**config.mk**
```make
export PLATFORM = sky130hd
export DESIGN_NAME = i2c_seq_timer
export DESIGN_NICKNAME = d
export VERILOG_FILES = /design/src/rtl/i2c_seq_timer_pkg.sv /design/src/rtl/i2c_seq_timer_prescaler.sv /design/src/rtl/i2c_seq_timer.sv
export SDC_FILE = /design/constraint.sdc
export NUM_CORES = 1
export LEC_CHECK = 0
export ABC_CLOCK_PERIOD_IN_PS = 2000
export CAP_MARGIN = 20
export CORE_UTILIZATION = 50
export CTS_BUF_LIST = sky130_fd_sc_hd__clkbuf_8
export DETAILED_ROUTE_END_ITERATION = 12
export GPL_ROUTABILITY_DRIVEN = 1
export PLACE_DENSITY_LB_ADDON = 0.12
export SLEW_MARGIN = 10
export SYNTH_ARGS = -nofsm -noshare
export SYNTH_HDL_FRONTEND = slang
export SYNTH_SLANG_ARGS = --single-unit
```
**constraint.sdc**
```tcl
create_clock -name Clk -period 2 [get_ports Clk]
set_input_delay 0.5 -clock Clk [delete_from_list [all_inputs] [get_ports Clk]]
set_output_delay 0.5 -clock Clk [all_outputs]
set_load 0.02 [all_outputs]
```
**src/rtl/i2c_seq_timer_pkg.sv**
```systemverilog
`default_nettype none
// ============================================================================
//  Module   : i2c_seq_timer_pkg
//  Purpose  : Shared constants for the I2C sequencer timer: FSM state
//             encodings and Mode bit positions.
//  Ports    : none (package)
//  Revision : 1.0  initial release
// ============================================================================
package i2c_seq_timer_pkg;

    // FSM state encodings
    localparam logic [1:0] c_st_idle = 2'd0;
    localparam logic [1:0] c_st_run  = 2'd1;
    localparam logic [1:0] c_st_done = 2'd2;

    // Mode bit indices
    localparam int c_mode_tick   = 1;   // 1: count prescaled ticks, 0: count Ack
    localparam int c_mode_reload = 0;   // 1: auto-reload, 0: one-shot

endpackage : i2c_seq_timer_pkg
`default_nettype wire

```
**src/rtl/i2c_seq_timer_prescaler.sv**
```systemverilog
`default_nettype none
// ============================================================================
//  Module   : i2c_tick_prescaler
//  Purpose  : Free-running tick divider. While enabled it counts 0..Presc and
//             asserts Tick for one clock when the count equals Presc, then
//             returns to 0. A clear or de-assertion of En resets the count.
//  Ports    : Clk   in   clock, rising edge
//             Rst   in   synchronous active-high reset
//             Clr   in   synchronous clear of the divider count
//             En    in   count enable
//             Presc in   divide value (tick every Presc+1 clocks)
//             Tick  out  one-clock tick strobe
//  Revision : 1.0  initial release
// ============================================================================
module i2c_tick_prescaler #(
    parameter int PRESC_W = 8
) (
    input  logic               Clk,
    input  logic               Rst,
    input  logic               Clr,
    input  logic               En,
    input  logic [PRESC_W-1:0] Presc,
    output logic               Tick
);

    logic [PRESC_W-1:0] r_count;
    logic               w_wrap;

    assign w_wrap = (r_count == Presc);
    assign Tick   = En && w_wrap;

    always_ff @(posedge Clk) begin
        if (Rst || Clr) begin
            r_count <= '0;
        end else if (En) begin
            r_count <= w_wrap ? '0 : r_count + PRESC_W'(1);
        end else begin
            r_count <= '0;
        end
    end

endmodule : i2c_tick_prescaler
`default_nettype wire

```
**src/rtl/i2c_seq_timer.sv**
```systemverilog
`default_nettype none
// ============================================================================
//  Module   : i2c_seq_timer
//  Purpose  : Count-down sequencer timer for the I2C byte-level controller.
//             Counts Ack strobes or prescaled ticks from a loaded start value,
//             in one-shot or auto-reload mode, with a registered Done pulse
//             and a sticky overrun flag.
//  Ports    : Clk      in   clock, rising edge
//             Rst      in   synchronous active-high reset
//             Load     in   latch LoadVal/Mode/Presc and (re)start
//             LoadVal  in   start value (events until Done)
//             Mode     in   [1] tick/Ack source, [0] reload/one-shot
//             Presc    in   tick every Presc+1 clocks (tick mode)
//             Ack      in   decrement strobe (Ack mode)
//             Abort    in   stop immediately, no Done
//             Cnt      out  current count
//             Zero     out  Cnt == 0
//             Done     out  one-clock pulse after the terminal event
//             Busy     out  timer running
//             Ovr      out  sticky: event seen while not running
//  Revision : 1.0  initial release
// ============================================================================
module i2c_seq_timer
    import i2c_seq_timer_pkg::*;
#(
    parameter int SIZE    = 4,
    parameter int PRESC_W = 8
) (
    input  logic               Clk,
    input  logic               Rst,
    input  logic               Load,
    input  logic [SIZE-1:0]    LoadVal,
    input  logic [1:0]         Mode,
    input  logic [PRESC_W-1:0] Presc,
    input  logic               Ack,
    input  logic               Abort,
    output logic [SIZE-1:0]    Cnt,
    output logic               Zero,
    output logic               Done,
    output logic               Busy,
    output logic               Ovr
);

    logic [1:0]         r_state;
    logic [SIZE-1:0]    r_cnt;
    logic [SIZE-1:0]    r_load_val;
    logic [1:0]         r_mode;
    logic [PRESC_W-1:0] r_presc;
    logic               r_done;
    logic               r_ovr;

    logic [1:0]         w_state_nxt;
    logic [SIZE-1:0]    w_cnt_nxt;
    logic               w_done_nxt;
    logic               w_ovr_nxt;
    logic               w_run;
    logic               w_tick;
    logic               w_ev;
    logic               w_presc_en;
    logic               w_presc_clr;

    assign w_run = (r_state == c_st_run);

    // The divider only runs while counting ticks; a Load or Abort in the same
    // cycle restarts it so the first tick lands Presc+1 clocks after Load.
    assign w_presc_en  = w_run && r_mode[c_mode_tick] && !Load && !Abort;
    assign w_presc_clr = Load || Abort || !w_run;

    i2c_tick_prescaler #(
        .PRESC_W (PRESC_W)
    ) u_prescaler (
        .Clk   (Clk),
        .Rst   (Rst),
        .Clr   (w_presc_clr),
        .En    (w_presc_en),
        .Presc (r_presc),
        .Tick  (w_tick)
    );

    // In tick mode Ack is ignored entirely, including for overrun detection.
    assign w_ev = r_mode[c_mode_tick] ? w_tick : Ack;

    // Next-state / next-count logic. Priority: Abort > Load > event.
    always_comb begin
        w_state_nxt = r_state;
        w_cnt_nxt   = r_cnt;
        w_done_nxt  = 1'b0;
        w_ovr_nxt   = r_ovr;

        if (Abort) begin
            w_state_nxt = c_st_idle;
            w_cnt_nxt   = '0;
            w_ovr_nxt   = 1'b0;
        end else if (Load) begin
            w_ovr_nxt = 1'b0;
            if (LoadVal != '0) begin
                w_state_nxt = c_st_run;
                w_cnt_nxt   = LoadVal;
            end else begin
                // Zero-length run terminates immediately.
                w_state_nxt = c_st_done;
                w_cnt_nxt   = '0;
                w_done_nxt  = 1'b1;
            end
        end else if (w_ev) begin
            if (w_run) begin
                if (r_cnt > SIZE'(1)) begin
                    w_cnt_nxt = r_cnt - SIZE'(1);
                end else if (r_cnt == SIZE'(1)) begin
                    w_done_nxt = 1'b1;
                    if (r_mode[c_mode_reload]) begin
                        w_cnt_nxt = r_load_val;
                    end else begin
                        w_state_nxt = c_st_done;
                        w_cnt_nxt   = '0;
                    end
                end
                // r_cnt == 0 while running cannot occur; hold rather than wrap.
            end else begin
                w_ovr_nxt = 1'b1;
            end
        end
    end

    always_ff @(posedge Clk) begin
        if (Rst) begin
            r_state    <= c_st_idle;
            r_cnt      <= '0;
            r_load_val <= '0;
            r_mode     <= '0;
            r_presc    <= '0;
            r_done     <= 1'b0;
            r_ovr      <= 1'b0;
        end else begin
            r_state <= w_state_nxt;
            r_cnt   <= w_cnt_nxt;
            r_done  <= w_done_nxt;
            r_ovr   <= w_ovr_nxt;
            if (Load && !Abort) begin
                r_load_val <= LoadVal;
                r_mode     <= Mode;
                r_presc    <= Presc;
            end
        end
    end

    assign Cnt  = r_cnt;
    assign Zero = (r_cnt == '0);
    assign Done = r_done;
    assign Busy = w_run;
    assign Ovr  = r_ovr;

endmodule : i2c_seq_timer
`default_nettype wire

```
# Word-level counts from Yosys, hierarchy flattened
# Cells that the tools add are included.
# totals
reg_bits	30
output_inout_bits	8
inputBits	19
elab_cells	62
# op_classes
add_sub_neg	2
n_mux	21
n_eq_ne	5
reduce_logical	23
bitwise	2
order_cmp	1
# op_table
cell	count
$mux W4	7
$mux W2	7
$add A8 B1 Y8 const B	1
$eq A8 B8 Y1	1
$mux W1	7
$reduce_bool A2 Y1	3
$reduce_or A3 Y1	2
$logic_and A1 B1 Y1	5
$reduce_and A5 Y1	1
$eq A4 B1 Y1 const B	1
$gt A4 B1 Y1 const B	1
$logic_not A4 Y1	1
$ne A2 B2 Y1 const B	2
$reduce_bool A4 Y1	1
$sub A4 B1 Y4 const B	1
$logic_not A1 Y1	3
$logic_or A1 B1 Y1	3
$reduce_and A3 Y1	1
$reduce_bool A3 Y1	1
$eq A2 B1 Y1 const B	1
$not A1 Y1	2
$reduce_and A2 Y1	1
$reduce_or A2 Y1	1

# Longest topological paths before layout
# depth
word_depth	8
mapped_depth	6
mapped_depth_nobuf	6

# Hierarchy
# From an unflattened synthesis, not the netlist that was laid out.
# hier_totals
hier_cells	174
area_unflattened_um2	1425.1
# by_module_without_submodules
module	instances	area_each_um2	cells_per_inst	seq_area_each_um2
i2c_seq_timer	1	1026.0	130	440.4
i2c_tick_prescaler	1	399.1	44	160.2

# Worst setup path before layout
# No wires, ideal clock.
# synth_timing
path_kind	flip-flop to flip-flop
start	reg r_cnt[0] (netlist: Cnt[0])
end	reg r_cnt[3] (netlist: Cnt[3])
n_path_buf	0
slack_ps	162
stages_incl_launch_ff	7
setup_ps	60
t_required_ps	1940
synth_period_minus_slack_ps	1838
arrival_ps	1778
path_cell_list	dfxtp_1 inv_1 ha_1 o21ai_1 mux2_2 a41oi_1 o311a_1
# synth_between
elab_chain_len	5
elab_cells_between_ends	9
classes_between	add/sub (1); order compare (1); eq/ne (1); mux (4); reduce/logical (2)
# synth_rtl
element	line	text
start: declaration	i2c_seq_timer.sv:45	logic [SIZE-1:0] r_cnt;
start signal: assignment	i2c_seq_timer.sv:136	r_cnt <= w_cnt_nxt;
$sub A4 B1 Y4 or $gt A4 B1 Y1 (tied branches)	i2c_seq_timer.sv:108, i2c_seq_timer.sv:107	
$mux W4	i2c_seq_timer.sv:107	if (r_cnt > SIZE'(1)) begin
$mux W4	i2c_seq_timer.sv:106	if (w_run) begin
$mux W4	i2c_seq_timer.sv:105	end else if (w_ev) begin
$mux W4	i2c_seq_timer.sv:94	end else if (Load) begin
# Parallel ways exist; a longest one is shown, timed or not. The select of a mux whose other input is x is not followed.
# A chain may end at the register's enable or synchronous reset.

# Final worst setup path
# layout_timing
start	reg r_cnt[2] (netlist: Cnt[2])
end	out Cnt[2]
# layout_lines
element	line	text
end: declaration	i2c_seq_timer.sv:37	output logic [SIZE-1:0] Cnt,
# No word-level cell between the ends.

==> reports/metrics.sh <==
STATUS='finished, final reports clean'
CLOCK_SINKS=30
DIEWIDTH_UM=56.18
DRCVIOLATIONCOUNT=0
MAX-CAP-VIOLATIONS=0
DESIGN.DIE.AREA_MM2=0.003156
FINAL_COMMON_CELL='sky130_fd_sc_hd__nand2_1'
POST_DRT_WL_PER_CELL_UM=13.91
CTS_SETUP_BUFFERS=0
PLACEMENT.IO_BUFFERS=26
SYNTH-WARNING-COUNT=0
INTERNAL-POWER_mW=0.9915
MULTI_INPUT_COMB_AREA_UM2=819.5
VIA_COUNT_OF_THE_FIRST_GLOBAL_ROUTING_PASS=1320
YS_SEQ_AREA_FRAC=0.4092
MIN-DELAY-PATH-CLASS='reg2reg'
WORSTPATHMAXFANOUT=6
POST_SYNTH.CELL_AREA_AVG_UM2=8.292
DRT-TOTAL-WL_MM=3.436
PLACEMENT_ROWS=19
GRT_USAGE=0.2390
WORST_PATH_SLOWEST_CELL='sky130_fd_sc_hd__clkdlybuf4s50_1'
IOPINCOUNT=27
FIN_WORST_SETUP_SLACK_NS=0.1168
P_SW_mW=0.3395
WORSTMARGINPINSLEW_NS=0.5427
UTILIZATION=0.6965
SHARE_OF_POST_ROUTE_CELLS_WITH_DRIVE_STRENGTH_ABOVE_1=0.1204
CTS-ROOT-TO-SINK-BUFFERS=2
CRIT_CHAIN='buf_4 -> clkdlybuf4s50_1'
REPORT.FINAL.SETUP_VIOL=0
WORST-SETUP-PATH-TYPE='reg2out'
SETUP.WORST_PATH.START_CLASS='flip-flop'
CTS_ROOT_BUFFER='sky130_fd_sc_hd__clkbuf_8'
NUMBER_OF_DISTINCT_LIBRARY_CELLS_AFTER_SYNTHESIS=37
ANTENNA_DIODE_COUNT=0
PERIOD_SHARE=0.9416
VIAS=1371
HTREE_LEVELS=2
NUM-NETS-FINAL=238
LAYOUT.AREA.SEQ_UM2=600.6
SYNTH.FF_LATCH_COUNT=30
CRIT_FAMILY='buffers and inverters'
CORE_OUTLINE_AREA_MM2=0.002758
PEAKVDDDROP_mV=0.7249
PLACE_WORST_SETUP_SLACK_NS=-0.03981
DIE_H_UM=56.18
VIAS_PER_CELL=5.551
DRT_PRE_ANTENNA_ITERS=4
PWR-SHARE-COMB=0.148
LEAKAGE_nW=0.7163
POST_CTS_RESIZE_COUNT=2
SEQPWRFRAC=0.474
LAYOUT.CELLS.MOST_COMMON_LIST='sky130_fd_sc_hd__nand2_1 (31), sky130_fd_sc_hd__dfxtp_1 (30), sky130_fd_sc_hd__clkdlybuf4s50_1 (24), sky130_fd_sc_hd__a21oi_1 (19), sky130_fd_sc_hd__nor2_1 (17)'
PLACE.GP.CONGESTION=0.8641
TRITONCTS_CLOCK_TREE='done'
INSERTION_DELAY_NS=0.28
CP.ARRIVAL_NS=1.38
SYNTH_FLOP_CELL='sky130_fd_sc_hd__dfxtp_1'
SLEW_VIOLATIONS=0
SYNTH_CELLS=177
RSZ0062_AT_GRT='false'
PWR-SHARE-CLK=0.379
NUMCTSBUFFERS=5
RELATIVE_SLEW_MARGINS=0.6358
SWITCHING_SHARE=0.2551
FLOORPLAN.INITIALDENSITY=0.5322
DETAIL_ROUTE.ITER0.VIOLATIONS=47
WIRE_LENGTH_OF_THE_FIRST_GLOBAL_ROUTING_PASS_MM=5.858
ASYNCSETRESETFLOPFRACSYNTH=0
OVERALL_OVERFLOW_REMAINING_AFTER_GLOBAL_ROUTE=0
GRT_MAX_DEGREE=20
FILL_CELLS=242
P_PER_AREA_mW_PER_MM2=693.0
CRITICAL-PATH-MAX-STAGE-DELAY_NS=0.60
NUMBER_OF_BUFFERS_AND_INVERTERS_ON_THE_CRITICAL_PATH=2
CRITICAL_PATH_REQUIRED_NS=1.50
POST_SYNTHESIS_INSTANCE_AREA_MM2=0.001468
CTSHOLDBUFFERS=0
SYNTH-EDFF-COUNT=0
HOLD_VIOLATIONS=0
MAX_CLOCK_FREQ_MHz=531.0
FINALWORSTPATHREQUIREDPERIOD_NS=1.883
CRITPATHCAPTURETYPE='primary output'
WORST_CLOCK_SKEW_NS=0.005811
AREA.GROWTH.SYNTH_TO_FINAL_PCT=30.86
HPWLAFTERDP_MM=2.558
CTS.REPORTEDPATHS.CLKPINSLEW_NS=0.06
GRT_ANTENNA_BEFORE_REPAIR=0
SYNTH_FP_NETS=200
DRTANTENNAVIOLNETS=0
-- cell families after synthesis --
kind of cell / synth area share
mux: 0.007672
buf+inv: 0.03240
simple gates: 0.2540
xor+xnor: 0.08951
compound gates: 0.1731
fa+ha+maj: 0.03410
flops: 0.4092
-- cell type report --
type,count,area share
inverters,5,0.009772
flip-flops and latches,30,0.3127
multi-input cells,135,0.4267
clock buffers,6,0.04300
repair buffers,38,0.1811
well taps,31,0.02020
clock inverters,2,0.006515
-- power by group through the flow --
stage / clock [mW] / sequential (mW) / combinational, mW
after CTS: 0.515 / 0.630 / 0.196
after global routing: 0.540 / 0.632 / 0.214
after detailed placement: 0 / 0.644 / 0.197
after global placement: 0 / 0.643 / 0.194
final: 0.504 / 0.630 / 0.196
after floorplan: 0 / 0.647 / 0.0981
-- synthesized netlist by cell type, drive strengths merged (3+ instances only) --
cell type / number / share of area
a21oi: 19 / 0.065
nand2: 31 / 0.079
dfxtp: 30 / 0.41
and3: 4 / 0.017
clkbuf: 5 / 0.013
nand2b: 5 / 0.026
xnor2: 11 / 0.066
nand4: 3 / 0.013
a2111oi: 4 / 0.025
nand3: 6 / 0.020
ha: 4 / 0.034
inv: 5 / 0.013
nor3: 4 / 0.017
o21ai: 3 / 0.010
nor2: 17 / 0.043
xor2: 4 / 0.024
-- state kept, by name, indices dropped and copies added, names as in the netlist --
signal,cells
r_presc,8
u_prescaler.r_count,8
Cnt,4
r_load_val,4
r_mode,2
r_state,2
Done,1
Ovr,1
-- worst register-to-register path: cells and delay by family, from the launching register on --
kind | cells | cell delay [ns]
adders and majority gates | 1 | 0.24
AOI/OAI and AO/OA | 3 | 0.71
muxes | 1 | 0.37
DFF | 1 | 0.31
buffers and inverters | 1 | 0.14
-- layer usage --
metal | vias to the layer above | GRT usage | share of wire
met3 | 4 | 0.08605 | 0.098
met2 | 63 | 0.3844 | 0.45
met4 | 0 | 0.05575 | 0.0070
met5 | - | 0 | 0
li1 | 687 | - | -
met1 | 617 | 0.3069 | 0.44
-- final timing paths --
check / from / end / slack, ns / cells past startpoint
worst max-delay path: Cnt[2]$_SDFFE_PP0P_ / Cnt[2] / 0.12 / 2
worst min register to register: r_load_val[0]$_SDFFE_PP0P_ / r_load_val[0]$_SDFFE_PP0P_ / 0.46 / 2
worst min-delay path: r_load_val[0]$_SDFFE_PP0P_ / r_load_val[0]$_SDFFE_PP0P_ / 0.46 / 2
worst max register to register: Cnt[0]$_SDFFE_PP0P_ / Cnt[3]$_SDFFE_PP0P_ / 0.18 / 6
-- through the flow --
stage	setup TNS (ns)	cell area, um^2	std cells	hold WS [ns]	power [mW]
floorplan	0	1468	177	0.4364	0.7455
global placement	0	1828	239	0.4453	0.8375
detailed placement	-0.1002	1828	239	0.4489	0.8401
CTS	0	1921	247	0.4584	1.342
global route	0	1921	247	0.4786	1.386
finish	0	1921	247	0.4564	1.331
Power figures use the tool's default switching activity.
==> edit 1: new RTL, same settings <==
Set the parameter `SIZE` to 8 (it was 4).
--- a/src/rtl/i2c_seq_timer.sv
+++ b/src/rtl/i2c_seq_timer.sv
@@ -25,3 +25,3 @@
 #(
-    parameter int SIZE    = 4,
+    parameter int SIZE    = 8,
     parameter int PRESC_W = 8
Ports: changed (resized Cnt and LoadVal); port bits go from 27 to 35. No check against the original RTL was run, so the function may have changed too.
==> edit 1 against the original RTL <==
  * Design area grew 44%
  * Sequential share of layout area shrank 3.7 points
  * Total power grew 49%
  * Area after synthesis grew 34%
  * First-iteration DRC count grew to 4.2 times the old value
  * Worst setup slack lost 60 ps
  * Sequential cell count grew 8
  * Critical path depth is the same
  * Die area grew 33%
  * Routed wire length grew 58%
  * Highest routed layer unchanged
==> edit 1: results (changes against the original RTL) <==
[routing]
routedWlPerCell_um = 15.0  ; +7.7%
drt_iter0_drc = 197  ; +320%
wl_met2_um = 2520  ; +62%
drt_wl_total_um = 5430  ; +58%

[setup_path]
crit_fanout = 4  ; -2
crit_path_end = Cnt[4]
r2r_slack_ps = 70  ; -110 ps
cp_data_arrival_time_ps = 1440  ; +60 ps
r2r_cells = 7  ; +1

[global_routing]
grt_pass1_wl_um = 9030  ; +54%
grtUsageMet2_pct = 46.1  ; +7.7 points
grt_pass1_vias = 1943  ; +47%
grtUsageTotal_pct = 28.1  ; +4.2 points
gr-usage-met3_pct = 5.99  ; -2.6 points

[placed_design]
placed_cells = 354  ; +48%
portBuffers = 34  ; +31%
gp_congestion = 0.923  ; +6.9%
place_area_um2 = 2610  ; +43%
dpl.hpwl_um = 4060  ; +59%

[synth]
syn-num-nets = 273  ; +37%
synthAdderAreaFrac_pct = 2.54  ; -0.87 points
synth-compound-area-share_pct = 21.7  ; +4.4 points
synthTopCellsByCount = 46 x nand2_1, 38 x dfxtp_1, 25 x a21oi_1
ys_seq_area_share_pct = 38.6  ; -2.4 points
synthMuxAreaShare_pct = 0.507  ; -0.26 points
synth-xor-area-share_pct = 6.21  ; -2.7 points

[min_path]
min-delay-start = r_load_val[3]

[status]
status = complete, no violations

[clock_tree]
clk_pin_slew_worst_paths_ps = 80  ; +20 ps

[sta]
holdWs_ps = 461  ; +4.63 ps
max_slew_margin_pct = 68.9  ; +5.4 points

==> edit 1: cell types whose count changed in the layout (fill, tap and decap cells not counted), moves of 6 or more <==
cell,before,now
nand3_1,6,12
clkdlybuf4s50_1,24,32
o21ai_0,1,8
dfxtp_1,30,36
buf_4,12,35
nand2_1,31,46
a21oi_1,19,25
==> edit 1: report_power, final <==
part | internal (mW) | total (mW) | switching, mW
sequential | 0.782 | 0.809 | 0.0265
combinational | 0.186 | 0.368 | 0.182
clock | 0.532 | 0.810 | 0.278
==> edit 1: final cells by class <==
| type | count | area [um^2] | area share (%) |
|---|---|---|---|
| Sequential cell | 38 | 763 | 27.5 |
| Clock inverter | 2 | 60.1 | 2.17 |
| Tap cell | 48 | 60.1 | 2.17 |
| Inverter | 5 | 18.8 | 0.677 |
| Timing Repair Buffer | 70 | 617 | 22.2 |
| Clock buffer | 6 | 82.6 | 2.98 |
| Multi-Input combinational cell | 193 | 1170 | 42.2 |
==> edit 2: new RTL, config.mk and constraints unchanged <==
Without the edit above. Register the output `Cnt` once more; this adds one clock of latency there. The other outputs are not delayed to match.
--- a/src/rtl/i2c_seq_timer.sv
+++ b/src/rtl/i2c_seq_timer.sv
@@ -146,3 +146,5 @@
 
-    assign Cnt  = r_cnt;
+    always_ff @(posedge Clk) begin
+        Cnt <= r_cnt;
+    end
     assign Zero = (r_cnt == '0);
Check against the original RTL: not equivalent (Yosys sat finds a counterexample within 4 cycles, from zero or initial values and one cycle with Rst high).
==> edit 2 against the original RTL <==
  * The flow now finishes with violations (DRC)
  * Area after synthesis is 2.0% higher
  * Die area is 2.0% higher
  * Largest power group unchanged
  * Synthesized cell count is 0.56% lower
  * Design area is 1.9% higher
  * Critical path type unchanged
  * Critical path depth is 2 higher
  * Highest routed layer unchanged
  * Worst setup slack worse by 4.9 ps
  * Routed wire length is 6.2% lower
  * Sequential cell count is 4 higher
  * Total power is 7.6% higher
==> edit 2: results (changes against the original RTL) <==
[synth]
ys_types = 33  ; -11%
syn-num-nets = 199  ; -0.50%
synthTopCellsByCount = 38 x nand2_1, 34 x dfxtp_1, 18 x a21oi_1
syn_inst = 176  ; -0.56%
synth.top_cells.by_area = dfxtp_1 45%, nand2_1 9.5%, xnor2_1 6.4%
ys_seq_area_share_pct = 45.4  ; +4.5 points
synthArstFlopShare_pct = 0  ; unchanged

[power]
ir_drop_v = 0.000435  ; -40%
leakage_nw = 0.738  ; +3.1%
pwr.group.clock_mw = 0.524  ; +4.0%
p_seq_mw = 0.714  ; +13%
power.net_switching_mw = 0.358  ; +5.3%

[setup_path]
crit_family = buffers and inverters
crit_fanout = 5  ; -1
critPathMaxStageDelay_ps = 390  ; -210 ps
crit_slowest_cell = dfxtp_1

[clock_tree]
cts_buffer_depth = 2  ; unchanged
cts_resized = 1  ; -1
root_buffer = clkbuf_8
clock_sinks = 34  ; +13%

[global_routing]
grt_max_degree = 14  ; -30%
grt_pass1_wl_um = 5480  ; -6.5%
grt_pass1_vias = 1211  ; -8.3%
grtUsageTotal_pct = 22.7  ; -1.2 points

[routing]
routedWlPerCell_um = 13.1  ; -5.8%
first_pass_iters = 8  ; +4
drt_wl_total_um = 3220  ; -6.2%
remaining_drc_errors = 4  ; +4
drt_iter0_drc = 35  ; -26%
viasPerCell = 5.27  ; -5.1%

[placed_design]
portBuffers = 26  ; unchanged
gp_congestion = 0.927  ; +7.3%
dpl.hpwl_um = 2480  ; -3.0%
placed_cells = 238  ; -0.42%
place_ws_ps = -82.1  ; -42.2 ps

[final_layout]
diodes = 0  ; unchanged
fillCellCount = 237  ; -2.1%
multiInputGateArea_um2 = 783  ; -4.4%
seqCellArea_um2 = 681  ; +13%
buffer_area_share_pct = 17.2  ; -0.91 points
clockNetworkAreaShare_pct = 4.86  ; -0.092 points
multi_input_cells = 131  ; -3.0%
buffers = 36  ; -5.3%
num-nonclk-inverters = 6  ; +1
drive_above_1_share_pct = 11.2  ; -0.87 points

[sta]
max_slew_margin_pct = 67.9  ; +4.4 points
fin_worst_skew_ps = 2.03  ; -3.78 ps

[status]
status = complete, but fails checks
violations = DRC

[min_path]
hp-class = reg2reg

## edit 2: cell count changes after synthesis, sizes merged, moves of 2 or more
cell    change
nor2        -5
o31ai       -2
nand4       -2
buf         -2
o41ai       +2
mux2i       +4
nand2b      -3
o21ai       +3
o31a        -2
a211oi      +2
dfxtp       +4
nand2       +7
a311oi      +2
## edit 2: worst paths after layout
| check | from | end | slack (ps) | cells after the start |
|---|---|---|---|---|
| worst max-delay path | r_cnt[0] | Zero | 110 | 4 |
| worst max register to register | u_prescaler.r_count[2] | r_cnt[0] | 190 | 5 |
| worst min register to register | r_cnt[1] | Cnt[1] | 380 | 0 |
| worst min-delay path | r_cnt[1] | Cnt[1] | 380 | 0 |
## edit 2: cell families (layout without fill, tap and decap cells)
| kind of cell | count (synthesis) | after routing | synth area share, % |
|---|---|---|---|
| buffers and inverters | 11 | 50 | 2.76 |
| adders and majority gates | 4 | 4 | 3.34 |
| DFF | 34 | 34 | 45.4 |
| and+or+nand+nor | 71 | 71 | 21.1 |
| AOI/OAI and AO/OA | 37 | 37 | 15.9 |
| xor gates and xnor gates | 15 | 15 | 8.77 |
| muxes | 4 | 4 | 2.67 |
## edit 2: through the flow
step / power [mW] / area (um^2) / TNS [ps] / hold slack [ps]
3_5_place_dp: 0.922 / 1850 / -152 / 364
2_1_floorplan: 0.831 / 1500 / 0 / 351
4_1_cts: 1.44 / 1950 / 0 / 374
6_report: 1.43 / 1960 / 0 / 376
5_1_grt: 1.49 / 1960 / 0 / 390
3_3_place_gp: 0.917 / 1850 / -41.8 / 363
## edit 2: metal layers
metal  track usage [%]  part of all wire, %  vias to the layer above
met2              34.9                   46                       25
li1                  -                    -                      677
met4              8.01                 0.71                        0
met5                 0                    0                        -
met1              30.1                   50                      592
met3              6.91                  3.8                        2
